--- config.mk ---
export PLATFORM = sky130hd
export DESIGN_NAME = bin_accumulator
export DESIGN_NICKNAME = d
export VERILOG_FILES = /design/src/rtl/accum_pkg.sv /design/src/rtl/sat_adder.sv /design/src/rtl/bin_accumulator.sv
export SDC_FILE = /design/constraint.sdc
export NUM_CORES = 1
export LEC_CHECK = 0
export CAP_MARGIN = 40
export CORE_MARGIN = 3
export CORE_UTILIZATION = 51
export CTS_BUF_LIST = sky130_fd_sc_hd__clkbuf_2 sky130_fd_sc_hd__clkbuf_4 sky130_fd_sc_hd__clkbuf_8
export CTS_CLUSTER_DIAMETER = 60
export CTS_CLUSTER_SIZE = 12
export DETAILED_ROUTE_END_ITERATION = 12
export PLACE_DENSITY = 0.9
export SLEW_MARGIN = 20
export SYNTH_ARGS = -nofsm -noshare
export SYNTH_HDL_FRONTEND = slang
export SYNTH_HIERARCHICAL = 1
export SYNTH_SLANG_ARGS = --single-unit
--- constraint.sdc ---
create_clock -name clk -period 3.04 [get_ports clk]
set_input_delay 0.608 -clock clk [delete_from_list [all_inputs] [get_ports clk]]
set_output_delay 0.608 -clock clk [all_outputs]
set_load 0.02 [all_outputs]
--- src/rtl/accum_pkg.sv ---
// accum_pkg: shared state encoding and default sizing for the bin accumulator.
`default_nettype none

package accum_pkg;

  localparam int DEF_ADDR_WIDTH = 7;
  localparam int DEF_DATA_WIDTH = 8;
  localparam int DEF_DEPTH      = 128;
  localparam int DEF_IN_WIDTH   = 8;

  typedef enum logic [2:0] {
    ST_IDLE  = 3'd0,
    ST_READ  = 3'd1,
    ST_ADD   = 3'd2,
    ST_WRITE = 3'd3,
    ST_CLEAR = 3'd4
  } state_t;

endpackage

`default_nettype wire

--- src/rtl/sat_adder.sv ---
// sat_adder: unsigned add of a stored sum and an increment, clamped to all-ones on overflow.
`default_nettype none

module sat_adder #(
  parameter int DATA_WIDTH = 8,
  parameter int IN_WIDTH   = 8
) (
  input  logic [DATA_WIDTH-1:0] a,
  input  logic [IN_WIDTH-1:0]   b,
  output logic [DATA_WIDTH-1:0] sum,
  output logic                  overflow
);

  // One guard bit above the wider operand so no carry is ever lost.
  localparam int SUM_W = ((DATA_WIDTH > IN_WIDTH) ? DATA_WIDTH : IN_WIDTH) + 1;

  logic [SUM_W-1:0] full_sum;

  assign full_sum = SUM_W'(a) + SUM_W'(b);
  assign overflow = |full_sum[SUM_W-1:DATA_WIDTH];
  assign sum      = overflow ? {DATA_WIDTH{1'b1}} : full_sum[DATA_WIDTH-1:0];

endmodule

`default_nettype wire

--- src/rtl/bin_accumulator.sv ---
// bin_accumulator: read-modify-write histogram bin incrementer with saturation
// and a full-memory clear sweep, driving an external registered-read sum memory.
`default_nettype none

module bin_accumulator
  import accum_pkg::*;
#(
  parameter int ADDR_WIDTH = DEF_ADDR_WIDTH,
  parameter int DATA_WIDTH = DEF_DATA_WIDTH,
  parameter int DEPTH      = DEF_DEPTH,
  parameter int IN_WIDTH   = DEF_IN_WIDTH
) (
  input  logic                  clk,
  input  logic                  rst_n,
  input  logic                  i_valid,
  output logic                  o_ready,
  input  logic [ADDR_WIDTH-1:0] i_bin,
  input  logic [IN_WIDTH-1:0]   i_value,
  input  logic                  i_clear,
  output logic                  o_busy,
  output logic                  o_clear_done,
  output logic                  o_sat,
  output logic [ADDR_WIDTH-1:0] o_mem_addr,
  output logic                  o_mem_write,
  output logic [DATA_WIDTH-1:0] o_mem_wdata,
  input  logic [DATA_WIDTH-1:0] i_mem_rdata
);

  localparam logic [ADDR_WIDTH-1:0] LAST_ADDR = ADDR_WIDTH'(DEPTH - 1);

  state_t                  state;
  state_t                  state_nxt;

  logic [ADDR_WIDTH-1:0]   bin_q;
  logic [IN_WIDTH-1:0]     value_q;
  logic [DATA_WIDTH-1:0]   sum_q;
  logic [ADDR_WIDTH-1:0]   clr_addr;
  logic                    sat_q;
  logic                    done_q;

  logic                    accept;
  logic                    start_clear;
  logic                    do_add;
  logic                    clr_step;
  logic                    clr_last;

  logic [DATA_WIDTH-1:0]   add_sum;
  logic                    add_ovf;

  sat_adder #(
    .DATA_WIDTH (DATA_WIDTH),
    .IN_WIDTH   (IN_WIDTH)
  ) u_sat_adder (
    .a        (i_mem_rdata),
    .b        (value_q),
    .sum      (add_sum),
    .overflow (add_ovf)
  );

  assign clr_last = (clr_addr == LAST_ADDR);

  always_ff @(posedge clk or negedge rst_n) begin
    if (!rst_n) begin
      state <= ST_IDLE;
    end else begin
      state <= state_nxt;
    end
  end

  always_comb begin
    state_nxt   = state;
    o_ready     = 1'b0;
    o_busy      = 1'b1;
    o_mem_write = 1'b0;
    o_mem_addr  = bin_q;
    o_mem_wdata = '0;
    accept      = 1'b0;
    start_clear = 1'b0;
    do_add      = 1'b0;
    clr_step    = 1'b0;

    case (state)
      ST_IDLE: begin
        o_ready = 1'b1;
        o_busy  = 1'b0;
        // A clear request wins over a simultaneous increment request.
        if (i_clear) begin
          start_clear = 1'b1;
          state_nxt   = ST_CLEAR;
        end else if (i_valid) begin
          accept    = 1'b1;
          state_nxt = ST_READ;
        end
      end
      ST_READ: begin
        state_nxt = ST_ADD;
      end
      ST_ADD: begin
        do_add    = 1'b1;
        state_nxt = ST_WRITE;
      end
      ST_WRITE: begin
        o_mem_write = 1'b1;
        o_mem_wdata = sum_q;
        state_nxt   = ST_IDLE;
      end
      ST_CLEAR: begin
        o_mem_write = 1'b1;
        o_mem_addr  = clr_addr;
        clr_step    = 1'b1;
        if (clr_last) begin
          state_nxt = ST_IDLE;
        end
      end
      default: begin
        state_nxt = ST_IDLE;
      end
    endcase
  end

  always_ff @(posedge clk or negedge rst_n) begin
    if (!rst_n) begin
      bin_q    <= '0;
      value_q  <= '0;
      sum_q    <= '0;
      clr_addr <= '0;
      sat_q    <= 1'b0;
      done_q   <= 1'b0;
    end else begin
      done_q <= 1'b0;

      if (accept) begin
        bin_q   <= i_bin;
        value_q <= i_value;
      end

      if (do_add) begin
        sum_q <= add_sum;
        if (add_ovf) begin
          sat_q <= 1'b1;
        end
      end

      if (start_clear) begin
        clr_addr <= '0;
      end else if (clr_step) begin
        clr_addr <= clr_addr + 1'b1;
        if (clr_last) begin
          sat_q  <= 1'b0;
          done_q <= 1'b1;
        end
      end
    end
  end

  assign o_sat        = sat_q;
  assign o_clear_done = done_q;

endmodule

`default_nettype wire

==> results.py <==
metrics = {
    "power_and_ir_drop": {
        "powerDensity_mw_per_mm2": 1000,
        "vdd_drop_max_mv": 0.658,
        "post-layout-total-power_uw": 2670,
        "power_leakage_uw": 0.00118,
    },
    "place": {
        "hpwl_mm": 2.89,
        "place.gp.congestion": 0.896,
        "portBuffers": 46,
    },
    "route": {
        "drtIter0Drc": 56,
        "wire_per_inst_um": 14.5,
        "ant_nets": 0,
        "routed_wl_mm": 4.06,
        "num_vias": 1481,
        "drc": 0,
        "drt-pass1-iter-count": 4,
        "viasPerCell": 5.31,
    },
    "clocking": {
        "root_buffer": "clkbuf_8",
        "post_cts_buffers": 0,
        "cts_resized": 0,
        "clock_path_buffers": 2,
        "cts.htree.levels": 2,
        "cts_tree": "yes",
        "post_cts_hold_buffer_count": 0,
        "clkLatencyLatePin_ns": 0.28,
        "cts_sinks": 35,
        "path_clk_slew_ns": 0.07,
        "numCtsBuffers": 5,
    },
    "global_routing": {
        "grt_pass1_wl_mm": 6.97,
        "antenna_found_initial": 0,
        "grt_use_total_pct": 18.0,
        "grt_pass1_vias": 1476,
        "grt_max_degree": 36,
        "gr-total-overflow": 0,
    },
    "setup_path": {
        "r2r_slack_ns": 0.89,
        "worstPathArrival_ns": 2.19,
        "rr_worst_depth": 7,
        "cp-startpoint": "state[1]",
        "path_class": "reg2out",
        "endpoint": "o_mem_addr[4]",
        "r2r_end": "sum_q[1]",
        "cp_max_fo": 19,
        "reg2reg_from": "value_q[0]",
        "worstPathRequired_ns": 2.43,
        "critPathCaptureType": "primary output",
        "startpoint_type": "flop",
    },
    "sta": {
        "tns_ns": 0,
        "skew_ns": 0.00269,
        "worst_pin_slew_ns": 0.458,
        "drv_slew": 0,
        "finalCriticalPeriod_ns": 2.80,
        "fmax_mhz": 357,
        "post-route-period-util_pct": 92.1,
        "relSlewSlack_pct": 69.4,
        "whs_ns": 0.498,
        "finalSetupViolations": 0,
        "hold_viol": 0,
        "rsz0062_at_grt": "false",
    },
    "layout": {
        "drive_above_1_share_pct": 23.4,
        "nets": 267,
        "antennaDiodeCount": 0,
        "area.growth.synth_to_final_pct": 29.2,
    },
    "synthesis": {
        "synth_cell_type_count": 44,
        "synth_warnings": 6,
        "ys_seq_area_share_pct": 42.3,
        "syn_area_per_cell_um2": 11.5,
        "ys_ff_latch": 35,
        "syn_nets": 217,
        "synth_cells": 180,
        "syn-cell-area_mm2": 0.00207,
    },
    "die": {
        "fp.dieH_um": 69.7,
        "ios": 47,
        "die_area_mm2": 0.00486,
        "rows": 22,
        "die_w_um": 69.7,
        "initial_core_util_pct": 54.8,
        "core_mm2": 0.00377,
    },
    "run": {
        "cap_violations": 0,
    },
    "min_path": {
        "hold_class": "reg2reg",
    },
    "run_status": {
        "run_status": "completed",
    },
}
==> placed cells by master (no fill, tap or decap), drive strengths merged, types with 2 or more instances in the layout <==
| cell type | Yosys | layout |
|---|---|---|
| a21oi | 8 | 8 |
| nor3b | 2 | 2 |
| ha | 9 | 9 |
| dfrtp | 35 | 35 |
| mux2 | 29 | 29 |
| o21ai | 5 | 5 |
| clkdlybuf4s50 | 0 | 46 |
| nor3 | 6 | 6 |
| buf | 6 | 4 |
| nand2b | 2 | 2 |
| mux2i | 3 | 3 |
| nand3 | 8 | 8 |
| xor2 | 3 | 3 |
| nor2 | 7 | 7 |
| inv | 9 | 9 |
| and2 | 9 | 9 |
| nand2 | 10 | 10 |
| clkbuf | 1 | 8 |
| nand4 | 3 | 3 |
| a31oi | 2 | 2 |
| and3 | 3 | 3 |
| xnor2 | 2 | 2 |
| a2111oi | 3 | 3 |
| a21o | 2 | 2 |
==> registers in the layout, summed over array words and instances, names as in the netlist <==
signal        cells
clr_addr          7
state             3
o_clear_done      1
o_sat             1
sum_q             8
bin_q             7
value_q           8
==> report_power, final <==
group | leakage [µW] | switching, µW | internal [µW]
Clock | 0.0000549 | 158 | 216
Sequential | 0.000424 | 150 | 672
Combinational | 0.000705 | 705 | 774
Total | 0.00118 | 1010 | 1660
==> worst min-delay path by stage <==
| stage | from | to | slack, ns | cells after the start |
|---|---|---|---|---|
| 2_1_floorplan | rst_n | bin_q[0] | 0.31 | 0 |
| 3_3_place_gp | sum_q[2] | sum_q[2] | 0.48 | 1 |
| 3_5_place_dp | sum_q[7] | sum_q[7] | 0.49 | 1 |
| 4_1_cts | sum_q[7] | sum_q[7] | 0.50 | 1 |
| 5_1_grt | bin_q[3] | bin_q[3] | 0.52 | 1 |
| 6_report | sum_q[7] | sum_q[7] | 0.50 | 1 |
==> through the flow <==
step / instances / cell area, µm² / util [%] / setup slack [ns]
5_1_grt: 279 / 2670 / 70.8 / 0.163
4_1_cts: 279 / 2670 / 70.8 / 0.228
6_report: 279 / 2670 / 70.8 / 0.240
3_5_place_dp: 271 / 2570 / 68.1 / 0.277
3_3_place_gp: 271 / 2570 / 68.1 / 0.308
2_1_floorplan: 180 / 2070 / - / 0.817
==> synthesized netlist by cell type, drive strengths merged <==
library cell   n  area share [%]
nand2b         2            0.85
and3           3            0.97
o311a          1            0.54
nand4          3            0.91
a41oi          1            0.42
o21ai          5             1.2
a22o           1            0.42
a31oi          2            0.60
o31ai          1            0.36
xnor2          2            0.85
nand2         10             2.2
and2           9             2.7
a21oi          8             2.1
o2111a         1            0.54
nor3b          2             1.3
clkbuf         1            0.18
dfrtp         35              42
mux2i          3             1.5
nor2b          1            0.30
a21o           2            0.73
mux2          29              18
and3b          1            0.42
nand3          8             2.2
o21a           1            0.73
a21bo          1            0.48
nor2           7             1.3
nor4b          1            0.42
fa             1            0.97
inv            9             1.6
o211a          1            0.48
buf            6             2.5
a2111oi        3             1.3
nor3           6             2.0
or2            1            0.30
xor2           3             1.3
ha             9             5.4
==> per-layer routing <==
metal / global-route usage, % / wire, µm / up-vias
met5: 0 / 0 / -
met2: 28.2 / 1900 / 39
met4: 5.74 / 53 / 0
met3: 4.49 / 172 / 7
met1: 24.6 / 1930 / 689
li1: - / - / 746
==> cell families after synthesis <==
group | synth area share, %
AO/OA/AOI/OAI | 9.92
XOR/XNOR | 2.12
adder cells (fa/ha/maj) | 6.41
buffers and inverters | 4.36
flip-flops | 42.3
multiplexers | 19.1
AND/OR/NAND/NOR | 15.8
==> critical path, cell delays in order, from the launching register on <==
cell and delay (ns):
dfrtp_1 0.53, nor3b_2 0.21, buf_4 0.25, mux2_2 0.36
clkdlybuf4s50_1 0.54
==> layout make-up <==
cell class,count,area [µm²]
flip-flops and latches,35,876
fillers,274,1100
multi-input cells,129,1110
inverters,9,33.8
repair buffers,50,490
well taps,48,60.1
clock buffers,8,104
(Power assumes the default switching activity.)
